## src/rtl/hazard_pkg.sv

```systemverilog
// Shared types and helpers for the pipeline hazard controller.
package hazard_pkg;

  localparam int unsigned REG_W = 5;
  localparam logic [REG_W-1:0] REG_ZERO = 5'd0;

  typedef enum logic [1:0] {
    RUN    = 2'd0,
    LSTALL = 2'd1,
    FLUSH  = 2'd2,
    FREEZE = 2'd3
  } hazState_t;

  typedef enum logic [1:0] {
    CAUSE_NONE   = 2'd0,
    CAUSE_BRANCH = 2'd1,
    CAUSE_JUMP   = 2'd2
  } flushCause_t;

  typedef struct packed {
    logic pcWrite;
    logic ifidWrite;
    logic ifidFlush;
    logic idexFlush;
    logic exmemFlush;
    logic pipeFreeze;
  } hazCtrl_t;

  localparam hazCtrl_t CTRL_RUN = '{pcWrite: 1'b1, ifidWrite: 1'b1, default: 1'b0};

  // A load in ID/EX whose destination feeds the instruction in IF/ID; r0 never counts.
  function automatic logic isLoadUse(input logic memRead, input logic [REG_W-1:0] exRt,
                                     input logic [REG_W-1:0] ifRs, input logic [REG_W-1:0] ifRt);
    return memRead && (exRt != REG_ZERO) && ((exRt == ifRs) || (exRt == ifRt));
  endfunction

endpackage

```

## src/rtl/sat_counter.sv

```systemverilog
// Event counter that sticks at all-ones instead of wrapping.
module sat_counter #(
  parameter int unsigned WIDTH = 16
) (
  input  logic             clk,
  input  logic             rst_n,
  input  logic             inc,
  output logic [WIDTH-1:0] count
);

  always_ff @(posedge clk or negedge rst_n) begin
    if (!rst_n) begin
      count <= '0;
    end else if (inc && (count != {WIDTH{1'b1}})) begin
      count <= count + WIDTH'(1);
    end
  end

endmodule

```

## src/rtl/pipe_hazard_ctrl.sv

```systemverilog
// Pipeline hazard controller: load-use stalls, branch/jump flushes and memory freezes,
// with registered controls, saturating event counters and a sticky freeze-overrun flag.
module pipe_hazard_ctrl
  import hazard_pkg::*;
#(
  parameter int unsigned CNT_W        = 16,
  parameter int unsigned FREEZE_LIMIT = 255
) (
  input  logic             clk,
  input  logic             rst_n,
  input  logic [4:0]       ifid_rs,
  input  logic [4:0]       ifid_rt,
  input  logic             idex_memread,
  input  logic [4:0]       idex_rt,
  input  logic             idex_jump,
  input  logic             exmem_branch_taken,
  input  logic             mem_busy,
  output logic             pc_write,
  output logic             ifid_write,
  output logic             ifid_flush,
  output logic             idex_flush,
  output logic             exmem_flush,
  output logic             pipe_freeze,
  output logic [CNT_W-1:0] stall_cnt,
  output logic [CNT_W-1:0] flush_cnt,
  output logic             freeze_timeout
);

  localparam int unsigned LIMIT_W = $clog2(FREEZE_LIMIT + 1);
  localparam int unsigned FRZ_W   = (LIMIT_W > 9) ? LIMIT_W : 9;
  localparam logic [FRZ_W-1:0] FRZ_LIMIT = FRZ_W'(FREEZE_LIMIT);

  hazState_t       state;
  hazState_t       nextState;
  flushCause_t     nextCause;
  hazCtrl_t        ctrl;
  hazCtrl_t        ctrlNext;
  logic [FRZ_W-1:0] runCnt;
  logic [FRZ_W-1:0] runCntNext;
  logic            loadUse;
  logic            stallInc;
  logic            flushInc;

  assign loadUse = isLoadUse(idex_memread, idex_rt, ifid_rs, ifid_rt);

  // State register
  always_ff @(posedge clk or negedge rst_n) begin
    if (!rst_n) begin
      state <= RUN;
    end else begin
      state <= nextState;
    end
  end

  // Every state re-evaluates from the current inputs; nothing seen during a freeze is kept.
  always_comb begin
    nextState = RUN;
    nextCause = CAUSE_NONE;
    if (mem_busy) begin
      nextState = FREEZE;
    end else if (exmem_branch_taken) begin
      nextState = FLUSH;
      nextCause = CAUSE_BRANCH;
    end else if (idex_jump) begin
      nextState = FLUSH;
      nextCause = CAUSE_JUMP;
    end else if (loadUse) begin
      nextState = LSTALL;
    end
  end

  // Controls for the state being entered, captured on the same edge as the state.
  always_comb begin
    ctrlNext = CTRL_RUN;
    unique case (nextState)
      LSTALL: begin
        ctrlNext.pcWrite   = 1'b0;
        ctrlNext.ifidWrite = 1'b0;
        ctrlNext.idexFlush = 1'b1;
      end
      FLUSH: begin
        ctrlNext.ifidFlush  = 1'b1;
        ctrlNext.idexFlush  = 1'b1;
        ctrlNext.exmemFlush = (nextCause == CAUSE_BRANCH);
      end
      FREEZE: begin
        ctrlNext.pcWrite    = 1'b0;
        ctrlNext.ifidWrite  = 1'b0;
        ctrlNext.pipeFreeze = 1'b1;
      end
      default: ctrlNext = CTRL_RUN;
    endcase
  end

  always_ff @(posedge clk or negedge rst_n) begin
    if (!rst_n) begin
      ctrl <= CTRL_RUN;
    end else begin
      ctrl <= ctrlNext;
    end
  end

  // Freeze run length: restarts at one on entry, holds at all-ones, clears on exit.
  always_comb begin
    runCntNext = '0;
    if (nextState == FREEZE) begin
      if (state != FREEZE) begin
        runCntNext = FRZ_W'(1);
      end else if (runCnt == {FRZ_W{1'b1}}) begin
        runCntNext = runCnt;
      end else begin
        runCntNext = runCnt + FRZ_W'(1);
      end
    end
  end

  always_ff @(posedge clk or negedge rst_n) begin
    if (!rst_n) begin
      runCnt         <= '0;
      freeze_timeout <= 1'b0;
    end else begin
      runCnt <= runCntNext;
      if ((nextState == FREEZE) && (runCntNext >= FRZ_LIMIT)) begin
        freeze_timeout <= 1'b1;
      end
    end
  end

  assign stallInc = (nextState == LSTALL);
  assign flushInc = (nextState == FLUSH);

  sat_counter #(.WIDTH(CNT_W)) uStallCnt (
    .clk   (clk),
    .rst_n (rst_n),
    .inc   (stallInc),
    .count (stall_cnt)
  );

  sat_counter #(.WIDTH(CNT_W)) uFlushCnt (
    .clk   (clk),
    .rst_n (rst_n),
    .inc   (flushInc),
    .count (flush_cnt)
  );

  assign pc_write    = ctrl.pcWrite;
  assign ifid_write  = ctrl.ifidWrite;
  assign ifid_flush  = ctrl.ifidFlush;
  assign idex_flush  = ctrl.idexFlush;
  assign exmem_flush = ctrl.exmemFlush;
  assign pipe_freeze = ctrl.pipeFreeze;

endmodule

```

## config.mk

```make
export PLATFORM = sky130hd
export DESIGN_NAME = pipe_hazard_ctrl
export DESIGN_NICKNAME = d
export VERILOG_FILES = /design/src/rtl/hazard_pkg.sv /design/src/rtl/sat_counter.sv /design/src/rtl/pipe_hazard_ctrl.sv
export SDC_FILE = /design/constraint.sdc
export NUM_CORES = 1
export LEC_CHECK = 0
export ABC_AREA = 1
export CAP_MARGIN = 0
export CORE_MARGIN = 5
export CORE_UTILIZATION = 33
export DETAILED_ROUTE_END_ITERATION = 16
export GPL_ROUTABILITY_DRIVEN = 0
export PLACE_DENSITY = 0.62
export RECOVER_POWER = 100
export SETUP_SLACK_MARGIN = 0.15
export SLEW_MARGIN = 20
export SYNTH_ARGS = -nofsm -noshare
export SYNTH_HDL_FRONTEND = slang
export SYNTH_SLANG_ARGS = --single-unit
```

## constraint.sdc

```tcl
create_clock -name clk -period 2.7 [get_ports clk]
set_input_delay 0.54 -clock clk [delete_from_list [all_inputs] [get_ports clk]]
set_output_delay 0.54 -clock clk [all_outputs]
set_load 0.1 [all_outputs]
```

==> flow_summary_export.csv <==
group,metric,value,unit
pwr,total_power,2.741,mW
die,die_y,101.8,um
logic_synthesis,synthTopCellsByArea,"dfrtp_1 43%, nand2_1 13%, xor2_1 6.9%, inv_1 5.8%, nor2_1 5.1%",
global_route,grt_remaining_overflow,0,
critical_path,r2r_start,"uFlushCnt.count[0]",
pwr,pwr-share-seq,0.360,
die,num_rows,33,
drt,wl_per_cell,12.10,um
clocking,clk_path_buf_depth,2,
critical_path,crit_fanout,19,
sta,tns,0,ns
clocking,ctsHtreeMaxLevel,2,
layout,diodes,0,
drt,drt-total-wl,6352,um
sta,timing_hold_violations_final,0,
logic_synthesis,ys_types,23,
pwr,p_switching,1.491,mW
logic_synthesis,synth_nets,376,
outcome,status,"completed",
drt,drtPass1Iterations,4,
logic_synthesis,synth.yosys.seq_area_share,0.4413,
critical_path,reg2reg_slack,0.88,ns
critical_path,slowest_stage,"clkdlybuf4s50_1",
sta,setup_ws,0.2675,ns
global_route,grt_pass1_wl,10740,um
global_route,grt_max_degree,20,
clocking,post_cts_buffers,0,
logic_synthesis,synth_cells,349,
pwr,internal_power,1.249,mW
logic_synthesis,synthSimpleGateAreaFrac,0.3099,
sta,setup_violations,0,
critical_path,cpLargestDelayFamily,"simple AND/OR/NAND/NOR gates",
sta,worstMarginPinSlew,1.193,ns
pwr,p_leak,1.551,nW
drt,via_per_inst,4.630,
critical_path,r2r_cells,7,
sta,rsz0062_at_grt,"no",
clocking,clk_latency,0.30,ns
critical_path,max_stage_delay,0.42,ns
sta,max_freq,411.1,MHz
place,dp.cells,517,
sta,final_max_slew_viol_count,0,
clocking,clkSinkCount,49,
sta,whs,0.3075,ns
die,io_pins,60,
place,post-dp-hpwl,5070,um
critical_path,crit_buf_inv,1,
logic_synthesis,synth_area_per_cell,7.970,um^2
die,start_util,0.3385,
global_route,antenna_found_initial,0,
layout,fin_area,3354,um^2
sta,finalClockSkew,0.003354,ns
drt,drc,0,
critical_path,cp_cell_sequence,"clkdlybuf4s50_1 > xor2_1 > nor3_1 > nand3_1 > nand2_1 > nand3_1 > nand2_1 > ha_1 > o21ai_0 > nand2_4 > nand2_1 > o21ai_1 > nand2_1",
logic_synthesis,synthesis.area,2781,um^2
critical_path,path_common_cell,"nand2_1",
sta,period_needed,2.432,ns
critical_path,crit_required,2.90,ns
logic_synthesis,synth_top_family_by_area,"simple AND/OR/NAND/NOR gates",
drt,dr.first_iter.drc_count,75,
layout,post-route-util,0.4083,
clocking,cts_tree,"yes",
pwr,clock_power_share,0.167,
logic_synthesis,synthMuxAreaShare,0,
die,core,8217,um^2
logic_synthesis,synth.top_cell.area_share,0.4318,
pwr,comb_power_share,0.472,
logic_synthesis,synth-xor-area-share,0.1197,
logic_synthesis,yosys_warnings,0,
logic_synthesis,synth.largest_area_cell,"dfrtp_1",
die,die_width,101.8,um
critical_path,start_kind,"primary input",
layout,area_growth,20.60,%
place,detailedPlace.worstSlack,-0.06098,ns
job,max_cap_violations,0,
layout,final_cells,525,
logic_synthesis,ys_ff_latch,49,
global_route,track_usage,0.1279,
logic_synthesis,synth_adder_area_share,0.02699,
critical_path,worstSetupPathType,"in -> reg",
place,port_buffers,59,
die,die-area,10360,um^2
layout,layout-drive-gt1-share,0.06190,
worst_hold_path,hp-class,"in -> async",
global_route,grt_pass1_vias,2433,
clocking,cts-root-buf,"clkbuf_8",
clocking,path_clk_slew,0.09,ns
pwr,irDropWorstVdd,800.7,uV
layout,fin_nets,446,
drt,vias,2431,
critical_path,reg2reg_to,"uFlushCnt.count[14]",
critical_path,endpoint_kind,"flip-flop",
sta,timing.final.crit_share,0.9009,
clocking,cts_hold_buf,0,
critical_path,crit_arrival,2.63,ns
sta,slew_headroom,0.2078,
place,place_area,3427,um^2
drt,ant_nets,0,
clocking,cts_inserted_buffers,5,
pwr,power_per_cell_area,817.0,nW/um^2
logic_synthesis,synth-compound-area-share,0.02519,
pwr,switching_share,0.5442,
==> Yosys cell counts <==
master   count
nand2_1     93
dfrtp_1     48
inv_1       43
nor2_1      38
nand3_1     26
xor2_1      22
xnor2_1     16
nand4_1     13
o21ai_1     10
inv_2        7
nor3_1       7
ha_1         6
nand2_2      3
nor2_4       3
nor3_2       3
a21oi_1      2
buf_4        2
o21ai_0      2
buf_6        1
dfstp_2      1
nand2_4      1
nand3_4      1
nor4_2       1
==> how the worst max path moves through the flow <==
stage,depth (start not counted),start,to
after detailed placement,16,idex_rt[1],freeze_timeout
final,13,ifid_rt[0],uStallCnt.count[7]
after floorplan,8,uFlushCnt.count[0],uFlushCnt.count[13]
after global routing,15,ifid_rt[0],freeze_timeout
after global placement,16,idex_rt[1],freeze_timeout
after CTS,16,idex_rt[1],freeze_timeout
==> timing repair <==
action / CTS / global route
resized for setup: 0 / 5
setup endpoints to repair: 0 / 1
hold endpoints to repair: 0 / 0
==> power by group through the flow <==
stage	clock network (mW)	logic [mW]	registers (mW)
detailed placement	0	1.41	1.00
floorplan	0	0.288	1.78
global route	0.501	1.36	1.01
finish	0.459	1.29	0.987
global placement	0	1.40	1.01
CTS	0.474	1.41	0.991
==> area by class of cell <==
cell class                 instances  area, um^2
clock buffer                       6       82.58
timing repair buffer              66       371.6
sequential                        49        1227
inverter                          50       187.7
multi-input combinational        247        1340
fill                             868        4862
tap                              105       131.4
clock inverter                     2       13.76
==> sequential cells by signal, summed over array words and instances, names as in the netlist <==
name,flops
pipe_freeze,1
state,2
exmem_flush,1
ifid_write,1
uFlushCnt.count,16
ifid_flush,1
uStallCnt.count,16
runCnt,9
freeze_timeout,1
idex_flush,1
==> routing by layer <==
layer	track usage	vias up	share of wire
met3	0.03237	2	0.035
met2	0.2133	51	0.49
met4	0.02147	0	0.0022
met1	0.1708	1149	0.47
li1	-	1229	-
met5	0	-	0
==> kinds of logic (layout without fill, tap and decap cells) <==
family	count (synthesis)	count (layout)
DFF	49	49
buffers and inverters	53	124
and+or+nand+nor	189	189
AOI/OAI and AO/OA	14	14
xor gates and xnor gates	38	38
adders and majority gates	6	6
==> cells in the final DEF, fill, tap and decap left out <==
cell type	count
o21ai_1	3
dfrtp_1	48
dfstp_2	1
xor2_1	22
nor2_1	36
nor3_1	7
xnor2_1	16
inv_1	45
nand2_1	95
clkinv_4	1
clkinv_2	1
clkbuf_8	6
inv_2	5
clkbuf_1	47
o21ai_0	9
nor2_2	2
clkdlybuf4s50_1	16
nor4_2	1
dlygate4sd3_1	1
nand3_4	1
dlymetal6s2s_1	2
nand3_1	26
nor3_2	3
a21oi_1	2
nand4_1	13
nand2_2	1
ha_1	6
nor2_4	3
nand2_4	1
(Power assumes the default switching activity.)
